===== config.mk =====
export PLATFORM = sky130hd
export DESIGN_NAME = rename_stage
export DESIGN_NICKNAME = d
export VERILOG_FILES = /design/src/rtl/rename_stage.sv
export SDC_FILE = /design/constraint.sdc
export NUM_CORES = 1
export LEC_CHECK = 0
export CAP_MARGIN = 20
export CELL_PAD_IN_SITES_DETAIL_PLACEMENT = 1
export CELL_PAD_IN_SITES_GLOBAL_PLACEMENT = 2
export CORE_UTILIZATION = 42
export CTS_CLUSTER_DIAMETER = 60
export DETAILED_ROUTE_END_ITERATION = 6
export PLACE_DENSITY = 0.91
export SLEW_MARGIN = 15
export SYNTH_ARGS = -nofsm -noshare
export SYNTH_HDL_FRONTEND = slang
export SYNTH_SLANG_ARGS = --single-unit

===== constraint.sdc =====
create_clock -name clk -period 3.84 [get_ports clk]
set_clock_uncertainty 0.1 [all_clocks]
set_input_delay 0.768 -clock clk [delete_from_list [all_inputs] [get_ports clk]]
set_output_delay 0.768 -clock clk [all_outputs]
set_load 0.02 [all_outputs]

===== src/rtl/rename_stage.sv =====
// rename_stage: single-issue register rename using a speculative map, a committed map and a circular free list
module rename_stage #(
  parameter int ARCH_REGS = 32,
  parameter int PHYS_REGS = 64,
  parameter int PAYLOAD_W = 64
) (
  input  logic                         clk,
  input  logic                         reset,
  input  logic                         valid_in,
  output logic                         ready_in,
  input  logic [$clog2(ARCH_REGS)-1:0] rs1,
  input  logic [$clog2(ARCH_REGS)-1:0] rs2,
  input  logic [$clog2(ARCH_REGS)-1:0] rd,
  input  logic                         rd_we,
  input  logic [PAYLOAD_W-1:0]         payload_in,
  output logic                         valid_out,
  input  logic                         ready_out,
  output logic [$clog2(PHYS_REGS)-1:0] prs1,
  output logic [$clog2(PHYS_REGS)-1:0] prs2,
  output logic [$clog2(PHYS_REGS)-1:0] prd,
  output logic [$clog2(PHYS_REGS)-1:0] old_prd,
  output logic                         rd_we_out,
  output logic [PAYLOAD_W-1:0]         payload_out,
  input  logic                         commit_valid,
  input  logic                         commit_rd_we,
  input  logic [$clog2(ARCH_REGS)-1:0] commit_rd,
  input  logic [$clog2(PHYS_REGS)-1:0] commit_prd,
  input  logic [$clog2(PHYS_REGS)-1:0] commit_old_prd,
  input  logic                         flush
);
  localparam int AW    = $clog2(ARCH_REGS);
  localparam int PW    = $clog2(PHYS_REGS);
  localparam int DEPTH = PHYS_REGS - ARCH_REGS;
  localparam int DW    = $clog2(DEPTH);
  localparam int PTRW  = DW + 1;
  localparam logic [PTRW-1:0] P_ONE = PTRW'(1);
  logic [PW-1:0]   r_spec_map   [ARCH_REGS];
  logic [PW-1:0]   r_commit_map [ARCH_REGS];
  logic [PW-1:0]   r_fl         [DEPTH];
  logic [PTRW-1:0] r_head, r_tail, r_commit_head;
  logic            w_need_alloc, w_empty, w_fire, w_alloc, w_commit;
  logic [PTRW-1:0] w_commit_head_nxt;
  logic [PW-1:0]   w_alloc_tag;
  assign w_need_alloc      = rd_we && rd != '0;
  assign w_empty           = r_tail == r_head;
  assign ready_in          = !flush && (!valid_out || ready_out) && !(w_need_alloc && w_empty);
  assign w_fire            = valid_in && ready_in;
  assign w_alloc           = w_fire && w_need_alloc;
  assign w_commit          = commit_valid && commit_rd_we && commit_rd != '0;
  assign w_commit_head_nxt = w_commit ? r_commit_head + P_ONE : r_commit_head;
  assign w_alloc_tag       = r_fl[r_head[DW-1:0]];
  // free list storage and the head/tail/commit-head pointers; flush rewinds head to the retired point
  always_ff @(posedge clk) begin
    if (reset) begin
      for (int i = 0; i < DEPTH; i++) r_fl[i] <= PW'(ARCH_REGS + i);
      r_head        <= '0;
      r_tail        <= PTRW'(DEPTH);
      r_commit_head <= '0;
    end else begin
      if (w_commit) begin
        r_fl[r_tail[DW-1:0]] <= commit_old_prd;
        r_tail               <= r_tail + P_ONE;
      end
      r_commit_head <= w_commit_head_nxt;
      if (flush) r_head <= w_commit_head_nxt;
      else if (w_alloc) r_head <= r_head + P_ONE;
    end
  end
  // committed and speculative maps; flush copies the committed map including this cycle's retirement
  always_ff @(posedge clk) begin
    if (reset) begin
      for (int i = 0; i < ARCH_REGS; i++) begin
        r_spec_map[i]   <= PW'(i);
        r_commit_map[i] <= PW'(i);
      end
    end else begin
      if (w_commit) r_commit_map[commit_rd] <= commit_prd;
      if (flush) begin
        for (int i = 0; i < ARCH_REGS; i++)
          r_spec_map[i] <= (w_commit && commit_rd == AW'(i)) ? commit_prd : r_commit_map[i];
      end else if (w_alloc) r_spec_map[rd] <= w_alloc_tag;
    end
  end
  // registered output stage: load on fire, hold while stalled, drop valid when drained or flushed
  always_ff @(posedge clk) begin
    if (reset) begin
      valid_out   <= 1'b0;
      prs1        <= '0;
      prs2        <= '0;
      prd         <= '0;
      old_prd     <= '0;
      rd_we_out   <= 1'b0;
      payload_out <= '0;
    end else if (flush) valid_out <= 1'b0;
    else if (w_fire) begin
      valid_out   <= 1'b1;
      prs1        <= r_spec_map[rs1];
      prs2        <= r_spec_map[rs2];
      prd         <= w_need_alloc ? w_alloc_tag : '0;
      old_prd     <= w_need_alloc ? r_spec_map[rd] : '0;
      rd_we_out   <= rd_we;
      payload_out <= payload_in;
    end else if (ready_out) valid_out <= 1'b0;
  end
endmodule


# Yosys cells after proc, flatten, opt, wreduce, memory -nomap -nowiden
# Memories as Yosys holds them, arrays and structs flattened. A register that Yosys moved wholly into a read port is not among the register bits.
# Index checks and enable logic that the tools add are counted.
# word_totals
wordCells,227
mem_count,3
mem_bits_rw,576
reg_bits,96
input_bits,104
# mem_list
name,words,width,rd,rd_clocked_by_memory_dff,wr,line,text
r_commit_map,32,6,32,0,32,38,logic [PW-1:0] r_commit_map [ARCH_REGS];
r_fl,32,6,1,1,32,39,logic [PW-1:0] r_fl [DEPTH];
r_spec_map,32,6,3,2,32,37,logic [PW-1:0] r_spec_map [ARCH_REGS];
# classes
reduce_logical,54
n_bitwise,33
eq_ne,32
mux,94
n_addsub,3
# op_table
operator,n
2-to-1 mux 6 bit,72
equality test 5 bit (second input constant),16
equality test 5 x 4 -> 1 bit (second input constant),8
logical AND 1 bit,40
OR 1 bit,32
2-to-1 mux 5 bit,5
equality test 5 x 3 -> 1 bit (second input constant),4
adder 6 x 1 -> 6 bit (second input constant),3
OR reduction 6 bit,3
2-to-1 mux 1 bit,17
equality test 5 x 2 -> 1 bit (second input constant),2
nonzero test 5 bit,2
equality test 6 bit,1
equality test 5 x 1 -> 1 bit (second input constant),1
logical NOT 5 bit,1
nonzero test 2 bit,2
logical NOT 1 bit,3
AND reduction 2 bit,1
OR reduction 2 bit,1
logical OR 1 bit,1
NOT 1 bit,1

# Longest topological paths before layout
# Gate-level depths: netlist of the first run.
# logic_depth
depth_word,13
ltp_mapped,10
ltp_nobuf,6

# Worst setup path after synthesis of the first run
# Ideal clock, no wire load.
# synth_path
kind,input to register
startpoint,in commit_rd[4]
endpoint,"mem r_fl[17][0] (netlist bit), enable pin"
t_arrival_ns,2.652
required_ns,3.363
slack_ns,0.711
path_buffers,3
stages,8
path_cell_list,clkbuf_1 > nor3_1 > a21o_1 > nor2_1 > clkbuf_1 > nand2_1 > clkbuf_1 > o21ai_0
# synth_rtl
element,line,text
"start, declared",26,"input logic [$clog2(ARCH_REGS)-1:0] commit_rd,"
"end, declared",39,

# Final worst setup path of the first run
# layout_path
startpoint,in rd[2]
endpoint,out ready_in
# layout_between
elab_chain_cells,5
# layout_rtl
element,line,text
"start, declared",13,"input logic [$clog2(ARCH_REGS)-1:0] rd,"
nonzero test 5 bit,44,assign w_need_alloc = rd_we && rd != '0;
logical AND 1 bit,44,
logical AND 1 bit,46,assign ready_in = !flush && (!valid_out || ready_out) && !(w_need_alloc && w_empty);
logical NOT 1 bit,46,
logical AND 1 bit,46,
"end, declared",10,"output logic ready_in,"
# Every way passes these cells.

==> metrics.md, run 1 <==
| Metric | Value |
|---|---|
| Clock transition at path regs | 0.05 ns |
| Synth async-reset ratio | 0% |
| F_max | 264.7 MHz |
| TritonCTS clock tree | yes |
| Die height | 289.8 um |
| LEAKAGE | 14.76 nW |
| Final wirelength | 122300 um |
| Setup violators final | 0 |
| Hold Vio Cnt, Final | 0 |
| Vias | 26790 |
| CP cell instances | clkdlybuf4s50_1, or2_2, o41a_2, a21oi_1, clkdlybuf4s50_1 |
| Fillers | 8419 |
| Clk Latency, worst-skew pair | 0.65 ns |
| Seq/Total Area, Yosys | 56.22% |
| RSZ-0062 raised after global routing | false |
| Cell mode on critical path | clkdlybuf4s50_1 |
| Sum Neg Setup Slack | 0 ns |
| First-pass GRT wire length | 179800 um |
| Slew Limit Fails | 0 |
| DP Area | 38550 um2 |
| GRT Resource Usage Total | 28.89% |
| Max Cap Viol | 0 |
| CP max-delay cell | clkdlybuf4s50_1 |
| Post-CTS Setup Inserts | 0 |
| Clk buf depth | 3 |
| Final Wtd Congestion | 0.9496 |
| Critical Path Fanout Max | 2 |
| Vias in the first global route | 27820 |
| Rel. slew slack | 29.74% |
| Startpoint Class | input port |
| Hold Crit Class | reg -> reg |
| Prevailing post-synth register cell | edfxtp_1 |
| Syn Area/Cell | 12.06 um2 |
| Clock buffer count from CTS | 82 |
| Root buffer cell | clkbuf_16 |
| Mapped Cells | 2884 |
| Dpl hpwl | 83480 um |
| Hold-fix buffers, CTS | 0 |
| CTS H-tree lvls | 3 |
| Flops & latches, synth | 689 |
| Antenna viol nets, final | 0 |
| IO Port Bufs | 194 |
| CP endpoint kind | output pin |
| Initial Utilization | 42.43% |
| Final Cycle Share | 98.38% |
| CP required | 2.97 ns |
| Initial antenna violation count | 2 |
| Layout cell share with drive strength beyond 1 | 15.57% |
| Number of distinct library cells after synthesis | 55 |
| Die X | 289.8 um |
| P per Cell Area | 455.0 nW/um2 |
| Ports | 195 |
| TritonRoute pass-1 iters | 6 |
| Post-synthesis cell area | 34790 um2 |
| Layout Nets | 3183 |
| Largest net degree at the start of global routing | 83 |
| CTS resizes | 0 |
| Critical Path AT | 2.91 ns |
| Remaining global-route overflow | 0 |
| Number of enable flip-flop cells after synthesis | 576 |
| DRC violations left | 0 |
| Area growth, synth to finish | 18.52% |
| Core area | 81980 um2 |
| Crit Path Category | in -> out |
| DR vias/cell | 6.368 |
| Die area | 83980 um2 |
| WHS | 0.3463 ns |
| # rows | 105 |
| Maximum vdd drop | 333.6 uV |
| Slew at the pin closest to its max-slew limit | 1.044 ns |
| Status | completed |
| Starting DRT DRC Count | 2934 |
| Post-DR wirelength/cell | 29.07 um |
| Final Critical Period | 3.778 ns |
| CP peak stage delay | 0.69 ns |
| Finished Cell Area | 41230 um2 |
| Synth warnings | 0 |
| CTS sink cnt | 689 |
==> critical path, delay by kind of cell <==
family | cells | cell delay (ns)
buffers and inverters | 2 | 1.13
and+or+nand+nor | 1 | 0.33
AOI/OAI and AO/OA | 2 | 0.67
==> cells in the mapped netlist (18+ instances only) <==
cell	number	area, um2
edfxtp_1	576	17300
nand2_1	331	1242
mux2i_1	323	3233
clkbuf_1	195	732.0
a21oi_1	142	710.7
mux4_2	132	2973
nor2_1	128	480.5
dfxtp_1	113	2262
o21ai_0	103	515.5
o22ai_1	94	588.1
nand3_1	88	440.4
a22oi_1	62	465.5
nor3_1	61	305.3
and3_1	59	369.1
and2_1	56	350.3
buf_2	50	250.2
nand2b_1	50	312.8
or3_1	50	312.8
inv_1	26	97.59
nand4_1	26	162.7
nor2b_1	26	162.7
or2_2	26	162.7
a211oi_1	25	187.7
a32oi_1	18	157.7
==> registers in the layout, indices dropped and copies added (netlist names), named ones only <==
| signal | flops |
|---|---|
| old_prd | 6 |
| payload_out | 64 |
| prd | 6 |
| prs1 | 6 |
| prs2 | 6 |
| r_commit_head | 6 |
| r_commit_map | 192 |
| r_fl | 192 |
| r_head | 6 |
| r_spec_map | 192 |
| r_tail | 6 |
| rd_we_out | 1 |
| valid_out | 1 |
==> power breakdown <==
group,internal (W),total (W),switching [W]
sequential,0.00848,0.00875,0.000272
clock,0.00452,0.00778,0.00325
combinational,0.000838,0.00224,0.00140
==> kinds of logic after synthesis <==
| family | Yosys count | synth area share (%) |
|---|---|---|
| muxes | 455 | 17.84 |
| AOI/OAI and AO/OA | 469 | 8.190 |
| buffers and inverters | 291 | 3.341 |
| xor gates and xnor gates | 21 | 0.5287 |
| and+or+nand+nor | 952 | 13.65 |
| adders and majority gates | 6 | 0.2158 |
| DFF | 689 | 56.22 |
| other | 1 | 0.01078 |
==> routing by layer <==
metal	global-route usage [%]	vias up	part of all wire [%]
li1	-	11320	-
met1	36.66	13670	37
met2	48.38	1509	49
met3	4.890	294	9.1
met4	13.06	2	4.4
met5	0	-	0.016
==> metrics by stage <==
stage	worst slack, ns	instances	total power [W]	util [%]
floorplan	0.7105	2889	0.009972	-
global placement	0.02705	4058	0.01098	47.03
detailed placement	0.003510	4058	0.01107	47.03
CTS	0.06874	4204	0.01879	50.28
global route	0.03447	4206	0.01919	50.29
finish	0.06225	4207	0.01876	50.29
==> cell type report <==
| type | instances | area [um2] | area share [%] |
|---|---|---|---|
| antenna | 2 | 5.005 | 0.01214 |
| tap | 1070 | 1339 | 3.247 |
| clock buffer | 104 | 2252 | 5.462 |
| sequential | 689 | 19560 | 47.45 |
| multi-input combinational | 1909 | 14170 | 34.37 |
| clock inverter | 42 | 414.1 | 1.004 |
| timing repair buffer | 364 | 3386 | 8.212 |
| inverter | 27 | 101.3 | 0.2458 |
==> final timing paths <==
path                      startpoint                     endpoint  slack [ns]  cells after the start
max                            rd[2]                     ready_in        0.06                      5
min          old_prd[0]$_SDFFE_PP0P_      old_prd[0]$_SDFFE_PP0P_        0.35                      2
max reg2reg                flip-flop  r_spec_map[12][3]$_DFFE_PP_        0.52                      7
min reg2reg  old_prd[0]$_SDFFE_PP0P_      old_prd[0]$_SDFFE_PP0P_        0.35                      2
==> layout by cell type, fill, tap and decap left out, drive strengths merged, types with 26 or more instances in the layout <==
cell type	Yosys	routed
dfxtp	113	113
a22oi	62	62
nand2	331	331
and3	59	59
a21oi	142	142
inv	27	37
mux2i	323	323
nand3	89	89
nand4	33	33
nor3	62	62
nor2	128	128
clkbuf	195	104
nand2b	50	50
mux4	132	132
o21ai	104	104
and2	56	56
nor2b	26	26
clkdlybuf4s50	0	182
or2	26	26
o22ai	94	94
edfxtp	576	576
buf	69	182
or3	51	51
No activity file was read; power rests on OpenSTA's default activity.
==> inputs of run 2 (changes only) <==
--- a/config.mk
+++ b/config.mk
@@ -5,7 +5,6 @@
 export SDC_FILE = /design/constraint.sdc
 export NUM_CORES = 1
 export LEC_CHECK = 0
-export CAP_MARGIN = 20
 export CELL_PAD_IN_SITES_DETAIL_PLACEMENT = 1
 export CELL_PAD_IN_SITES_GLOBAL_PLACEMENT = 2
 export CORE_UTILIZATION = 42
==> run 2 against run 1 <==
Wire length up 0.18%. Register-to-register slack better by 0.06 ns. Clock power about the same. Sequential power about the same. Via count about the same. Fmax about the same. Sequential cell count unchanged. Clock-buffer cell count unchanged. Final area about the same. Largest cell class unchanged.
==> metrics.md, run 2 (same netlist as run 1, synthesis figures left out) <==
| Metric | Value |
|---|---|
| Regs by FF count | r_commit_map x192, r_fl x192, r_spec_map x192 |
| Area growth, synth to finish | 18.51% (about the same) |
| # rows | 105 (unchanged) |
| Cell mode on critical path | clkdlybuf4s50_1 |
| Final wirelength | 122500 um (+0.18%) |
| CP endpoint kind | output pin |
| Final Util | 50.29% (about the same) |
| Final Critical Period | 3.778 ns (+0.0007228 ns) |
| CP max-delay cell | clkdlybuf4s50_1 |
| Crit path max-delay family | buffers and inverters |
| Antenna viol nets, final | 0 (unchanged) |
| WP depth | 5 (unchanged) |
| DR vias/cell | 6.367 (about the same) |
| IO Port Bufs | 194 (unchanged) |
| Commonest non-fill, non-tap cell in the layout | edfxtp_1 |
| DRC violations left | 0 (unchanged) |
| Clk Latency, worst-skew pair | 0.65 ns (about the same) |
| Remaining global-route overflow | 0 (unchanged) |
| Finished Cell Area | 41230 um2 (about the same) |
| Clock transition at path regs | 0.05 ns (about the same) |
| Seq. cell area | 19560 um2 (unchanged) |
| Die X | 289.8 um (unchanged) |
| Hold Crit Class | reg -> reg |
| Post-CTS Setup Inserts | 0 (unchanged) |
| Die height | 289.8 um (unchanged) |
| Ports | 195 (unchanged) |
| Critical Path Fanout Max | 2 (unchanged) |
| CTS sink cnt | 689 (unchanged) |
| Clock buffer count from CTS | 82 (unchanged) |
| Clk buf depth | 3 (unchanged) |
| Commonest non-fill, non-tap cells in the layout | edfxtp_1, nand2_1, mux2i_1 |
| Final Cycle Share | 98.40% (about the same) |
| Post-DR wirelength/cell | 29.13 um (+0.20%) |
| GRT Resource Usage Total | 28.89% (unchanged) |
| Maximum vdd drop | 339.6 uV (+1.8%) |
| TritonCTS clock tree | yes |
| Setup ws final | 0.06153 ns (-0.0007228 ns) |
| Vias in the first global route | 27820 (unchanged) |
| Slew at the pin closest to its max-slew limit | 1.106 ns (+0.06211 ns) |
| Starting DRT DRC Count | 2811 (-4.2%) |
| Critical Path AT | 2.91 ns (about the same) |
| Crit Path Category | in -> out |
| CP required | 2.97 ns (about the same) |
| Sum Neg Setup Slack | 0 ns (unchanged) |
| Post-place setup slack | 0.003510 ns (unchanged) |
| Layout Nets | 3182 (-0.031%) |
| DP Area | 38550 um2 (unchanged) |
| TritonRoute pass-1 iters | 6 (unchanged) |
| First-pass GRT wire length | 179800 um (unchanged) |
| Number of buffer and inverter stages on the critical path | 2 (unchanged) |
| Layout cell share with drive strength beyond 1 | 15.54% (-0.027 points) |
| Rel. slew slack | 25.46% (-4.3 points) |
| LEAKAGE | 14.76 nW (about the same) |
| WHS | 0.3460 ns (-0.0002370 ns) |
| Hold Vio Cnt, Final | 0 (unchanged) |
| Worst Reg-to-Reg Cells | 7 (unchanged) |
| F_max | 264.7 MHz (about the same) |
| Max Cap Viol | 0 (unchanged) |
| CP cell instances | clkdlybuf4s50_1, or2_2, o41a_2, a21oi_1, clkdlybuf4s50_1 |
| CTS resizes | 0 (unchanged) |
| Largest net degree at the start of global routing | 83 (unchanged) |
| Hold path depth | 2 (unchanged) |
| Final Wtd Congestion | 0.9496 (unchanged) |
| Slew Limit Fails | 0 (unchanged) |
| P per Cell Area | 455.3 nW/um2 (about the same) |
| Status | completed |
| Initial antenna violation count | 2 (unchanged) |
| Startpoint Class | input port |
| Die area | 83980 um2 (unchanged) |
| Area taken by multi-input logic gates | 14170 um2 (unchanged) |
| CP peak stage delay | 0.69 ns (about the same) |
| Core area | 81980 um2 (unchanged) |
| CTS H-tree lvls | 3 (unchanged) |
| Root buffer cell | clkbuf_16 |
| Dpl hpwl | 83480 um (unchanged) |
| Vias | 26780 (-0.037%) |
| Setup violators final | 0 (unchanged) |
| Fillers | 8417 (-0.024%) |
| RSZ-0062 raised after global routing | false |
| Hold-fix buffers, CTS | 0 (unchanged) |
| Initial Utilization | 42.43% (unchanged) |
-- run 2: worst reg2reg max path: cells and delay by family (launching register included) --
family	cells	cell delay, ns
compound gates	4	1.29
buf+inv	2	0.70
flops	1	0.80
mux	1	0.20
-- run 2: cell type report --
| type | instances | area share [%] |
|---|---|---|
| inverters | 27 | 0.2458 |
| multi-input cells | 1909 | 34.37 |
| diodes | 2 | 0.01214 |
| clock inverters | 42 | 1.005 |
| repair buffers | 363 | 8.201 |
| clock buffers | 104 | 5.463 |
| well taps | 1070 | 3.247 |
| flip-flops and latches | 689 | 47.45 |
-- run 2: metrics by stage --
| step | cells | total power [W] |
|---|---|---|
| global route | 4205 | 0.01919 |
| finish | 4206 | 0.01877 |
| floorplan | 2889 | 0.009972 |
| CTS | 4204 | 0.01879 |
| global placement | 4058 | 0.01098 |
| detailed placement | 4058 | 0.01107 |
-- run 2: path summary, 6_finish.rpt --
path	from	end	slack, ns
setup / recovery	rd[2]	ready_in	0.06
hold / removal	old_prd[0]$_SDFFE_PP0P_	old_prd[0]$_SDFFE_PP0P_	0.35
setup reg to reg	flip-flop	r_spec_map[12][3]$_DFFE_PP_	0.58
hold reg to reg	old_prd[0]$_SDFFE_PP0P_	old_prd[0]$_SDFFE_PP0P_	0.35
-- run 2: power by group --
group / switching, W / internal [W]
clock network: 0.00326 / 0.00452
registers: 0.000271 / 0.00848
logic: 0.00140 / 0.000838
-- run 2: layer usage --
layer | vias to the layer above | global-route usage, % | part of all wire [%]
li1 | 11320 | - | -
met1 | 13660 | 36.66 | 38
met2 | 1496 | 48.38 | 49
met3 | 311 | 4.890 | 8.7
met4 | 2 | 13.06 | 4.5
met5 | - | 0 | 0.016
==> inputs of run 3 (changes only) <==
--- a/config.mk
+++ b/config.mk
@@ -7,6 +7,7 @@
 export LEC_CHECK = 0
 export CELL_PAD_IN_SITES_DETAIL_PLACEMENT = 1
 export CELL_PAD_IN_SITES_GLOBAL_PLACEMENT = 2
+export CORE_MARGIN = 5
 export CORE_UTILIZATION = 42
 export CTS_CLUSTER_DIAMETER = 60
 export DETAILED_ROUTE_END_ITERATION = 6
==> run 3 against run 2 <==
Critical path depth is 1 higher. Combinational power is essentially flat. Largest cell class unchanged. Critical endpoint unchanged. Worst setup slack gained 0.41 ns. Sequential power hardly changed. Final area down 0.25%. Core utilization shrank 0.20 points. First-iteration DRC count increased by 10%. Global-route usage down 2.2 points. Fmax rose by 12%.
==> metrics.md, run 3 (same netlist as run 1, synthesis figures left out) <==
| Metric | Value |
|---|---|
| Area taken by multi-input logic gates | 14180 um2 (about the same) |
| LEAKAGE | 14.69 nW (-0.44%) |
| Post-DR wirelength/cell | 29.20 um (+0.26%) |
| Root buffer cell | clkbuf_16 |
| TritonRoute pass-1 iters | 5 (-1) |
| Regs by FF count | r_commit_map x192, r_fl x192, r_spec_map x192 |
| CTS sink cnt | 689 (unchanged) |
| Die area | 88680 um2 (+5.6%) |
| NetSw | 0.004866 W (-1.4%) |
| Flop-to-flop setup slack | 0.94 ns (+0.36 ns) |
| F_max | 296.8 MHz (+12%) |
| CTS H-tree lvls | 3 (unchanged) |
| Final Cycle Share | 87.74% (-11 points) |
| Critical Path Fanout Max | 8 (+6) |
| Final Critical Period | 3.369 ns (-0.4093 ns) |
| Initial antenna violation count | 1 (-1) |
| First-pass GRT wire length | 181500 um (+0.94%) |
| Layout cell share with drive strength beyond 1 | 15.22% (-0.32 points) |
| Ports | 195 (unchanged) |
| CTS resizes | 0 (unchanged) |
| Power Internal | 0.01383 W (about the same) |
| Share of total power in the clock network | 41.3% (-0.2 points) |
| Clock transition at path regs | 0.06 ns (about the same) |
| Final Wtd Congestion | 0.9420 (-0.80%) |
| Sequential power share | 46.7% (about the same) |
| P per Cell Area | 454.6 nW/um2 (-0.15%) |
| Max Cap Viol | 0 (unchanged) |
| TritonCTS clock tree | yes |
| Hold Vio Cnt, Final | 0 (unchanged) |
| CP endpoint kind | output pin |
| Seq. cell area | 19560 um2 (unchanged) |
| Critical Path AT | 2.50 ns (-0.41 ns) |
| Hold Crit Class | reg -> reg |
| Starting DRT DRC Count | 3095 (+10%) |
| Remaining global-route overflow | 0 (unchanged) |
| Layout Nets | 3176 (-0.19%) |
| Area growth, synth to finish | 18.22% |
| DR vias/cell | 6.353 (-0.22%) |
| Antenna viol nets, final | 0 (unchanged) |
| Clk buf depth | 3 (unchanged) |
| Status | completed |
| Vias in the first global route | 27840 (+0.075%) |
| Rel. slew slack | 27.35% (+1.9 points) |
| Clock buffer count from CTS | 83 (+1.2%) |
| Clk Latency, worst-skew pair | 0.65 ns (about the same) |
| WHS | 0.3545 ns (+0.008497 ns) |
| Hold-fix buffers, CTS | 0 (unchanged) |
| IO Port Bufs | 194 (unchanged) |
| Commonest non-fill, non-tap cells in the layout | edfxtp_1, nand2_1, mux2i_1 |
| Slew at the pin closest to its max-slew limit | 1.090 ns (-0.01671 ns) |
| DRC violations left | 0 (unchanged) |
| Core area | 82110 um2 (+0.16%) |
| Initial Utilization | 42.37% (-0.068 points) |
| GRT Resource Usage Total | 26.73% (-2.2 points) |
| Post-CTS Setup Inserts | 0 (unchanged) |
| Switching Share | 26.03% (-0.26 points) |
| Crit Path Category | reg -> out |
| CP required | 2.97 ns (about the same) |
| Combinational share of power | 12.0% (about the same) |
| RSZ-0062 raised after global routing | false |
| Final wirelength | 122600 um (about the same) |
| Dpl hpwl | 83040 um (-0.52%) |
| Sum Neg Setup Slack | 0 ns (unchanged) |
| Commonest non-fill, non-tap cell in the layout | edfxtp_1 |
| Die height | 297.8 um (+2.8%) |
| Largest net degree at the start of global routing | 83 (unchanged) |
| # rows | 105 (unchanged) |
| Vias | 26680 (-0.39%) |
| Fillers | 8383 (-0.40%) |
| Startpoint Class | flip-flop |
| Slew Limit Fails | 0 (unchanged) |
| Die X | 297.8 um (+2.8%) |
| Setup violators final | 0 (unchanged) |
| Maximum vdd drop | 358.3 uV (+5.5%) |
==> run 3: changes by cell type in the layout (fill, tap and decap cells not counted), moves of 3 or more <==
cell / delta
inv_8: -3
buf_4: -5
clkbuf_1: +7
clkbuf_8: -4
==> run 3: final cells by class <==
type	count	share of cell area [%]
Sequential cell	689	47.57
Multi-Input combinational cell	1909	34.48
Timing Repair Buffer	356	8.056
Clock buffer	105	5.327
Tap cell	1070	3.255
Clock inverter	41	1.053
Inverter	27	0.2464
Antenna cell	2	0.01217
==> run 3: critical path, cell delays in order, from the launching register on <==
cell	delay [ns]
dfxtp_1	0.34
xor2_1	0.18
nor4_1	0.61
and2_1	0.28
buf_4	0.19
a21oi_1	0.09
buf_4	0.19
==> run 3: path summary, 6_finish.rpt <==
| path | startpoint | to | cells after the start |
|---|---|---|---|
| max | r_tail[4]$_SDFFE_PP0P_ | ready_in | 6 |
| min | payload_out[25]$_SDFFE_PP0P_ | payload_out[25]$_SDFFE_PP0P_ | 2 |
| max reg2reg | flip-flop | r_spec_map[27][5]$_DFFE_PP_ | 7 |
| min reg2reg | payload_out[25]$_SDFFE_PP0P_ | payload_out[25]$_SDFFE_PP0P_ | 2 |
==> run 3: routing by layer <==
metal | track usage, % | vias up | wire [um]
met4 | 10.01 | 0 | 5178
li1 | - | 11280 | -
met2 | 46.17 | 1457 | 60850
met5 | 0 | - | 0
met1 | 33.41 | 13620 | 45520
met3 | 5.279 | 322 | 11080
==> run 3: metrics by stage <==
step | utilization [%] | instance area (um2) | instances | worst slack, ns | power, W
2_1_floorplan | - | 34810 | 2889 | 0.7105 | 0.009972
3_3_place_gp | 46.87 | 38490 | 4051 | 0.1442 | 0.01097
3_5_place_dp | 46.88 | 38500 | 4051 | 0.09875 | 0.01106
4_1_cts | 50.08 | 41120 | 4197 | 0.4104 | 0.01875
5_1_grt | 50.08 | 41120 | 4197 | 0.3641 | 0.01923
6_report | 50.08 | 41120 | 4199 | 0.4708 | 0.01870
==> run 3: power by group through the flow <==
stage / logic (W) / registers [W] / clock network, W
finish: 0.00224 / 0.00874 / 0.00772
global route: 0.00232 / 0.00875 / 0.00816
CTS: 0.00220 / 0.00873 / 0.00783
detailed placement: 0.00218 / 0.00887 / 0
global placement: 0.00213 / 0.00884 / 0
floorplan: 0.00117 / 0.00880 / 0
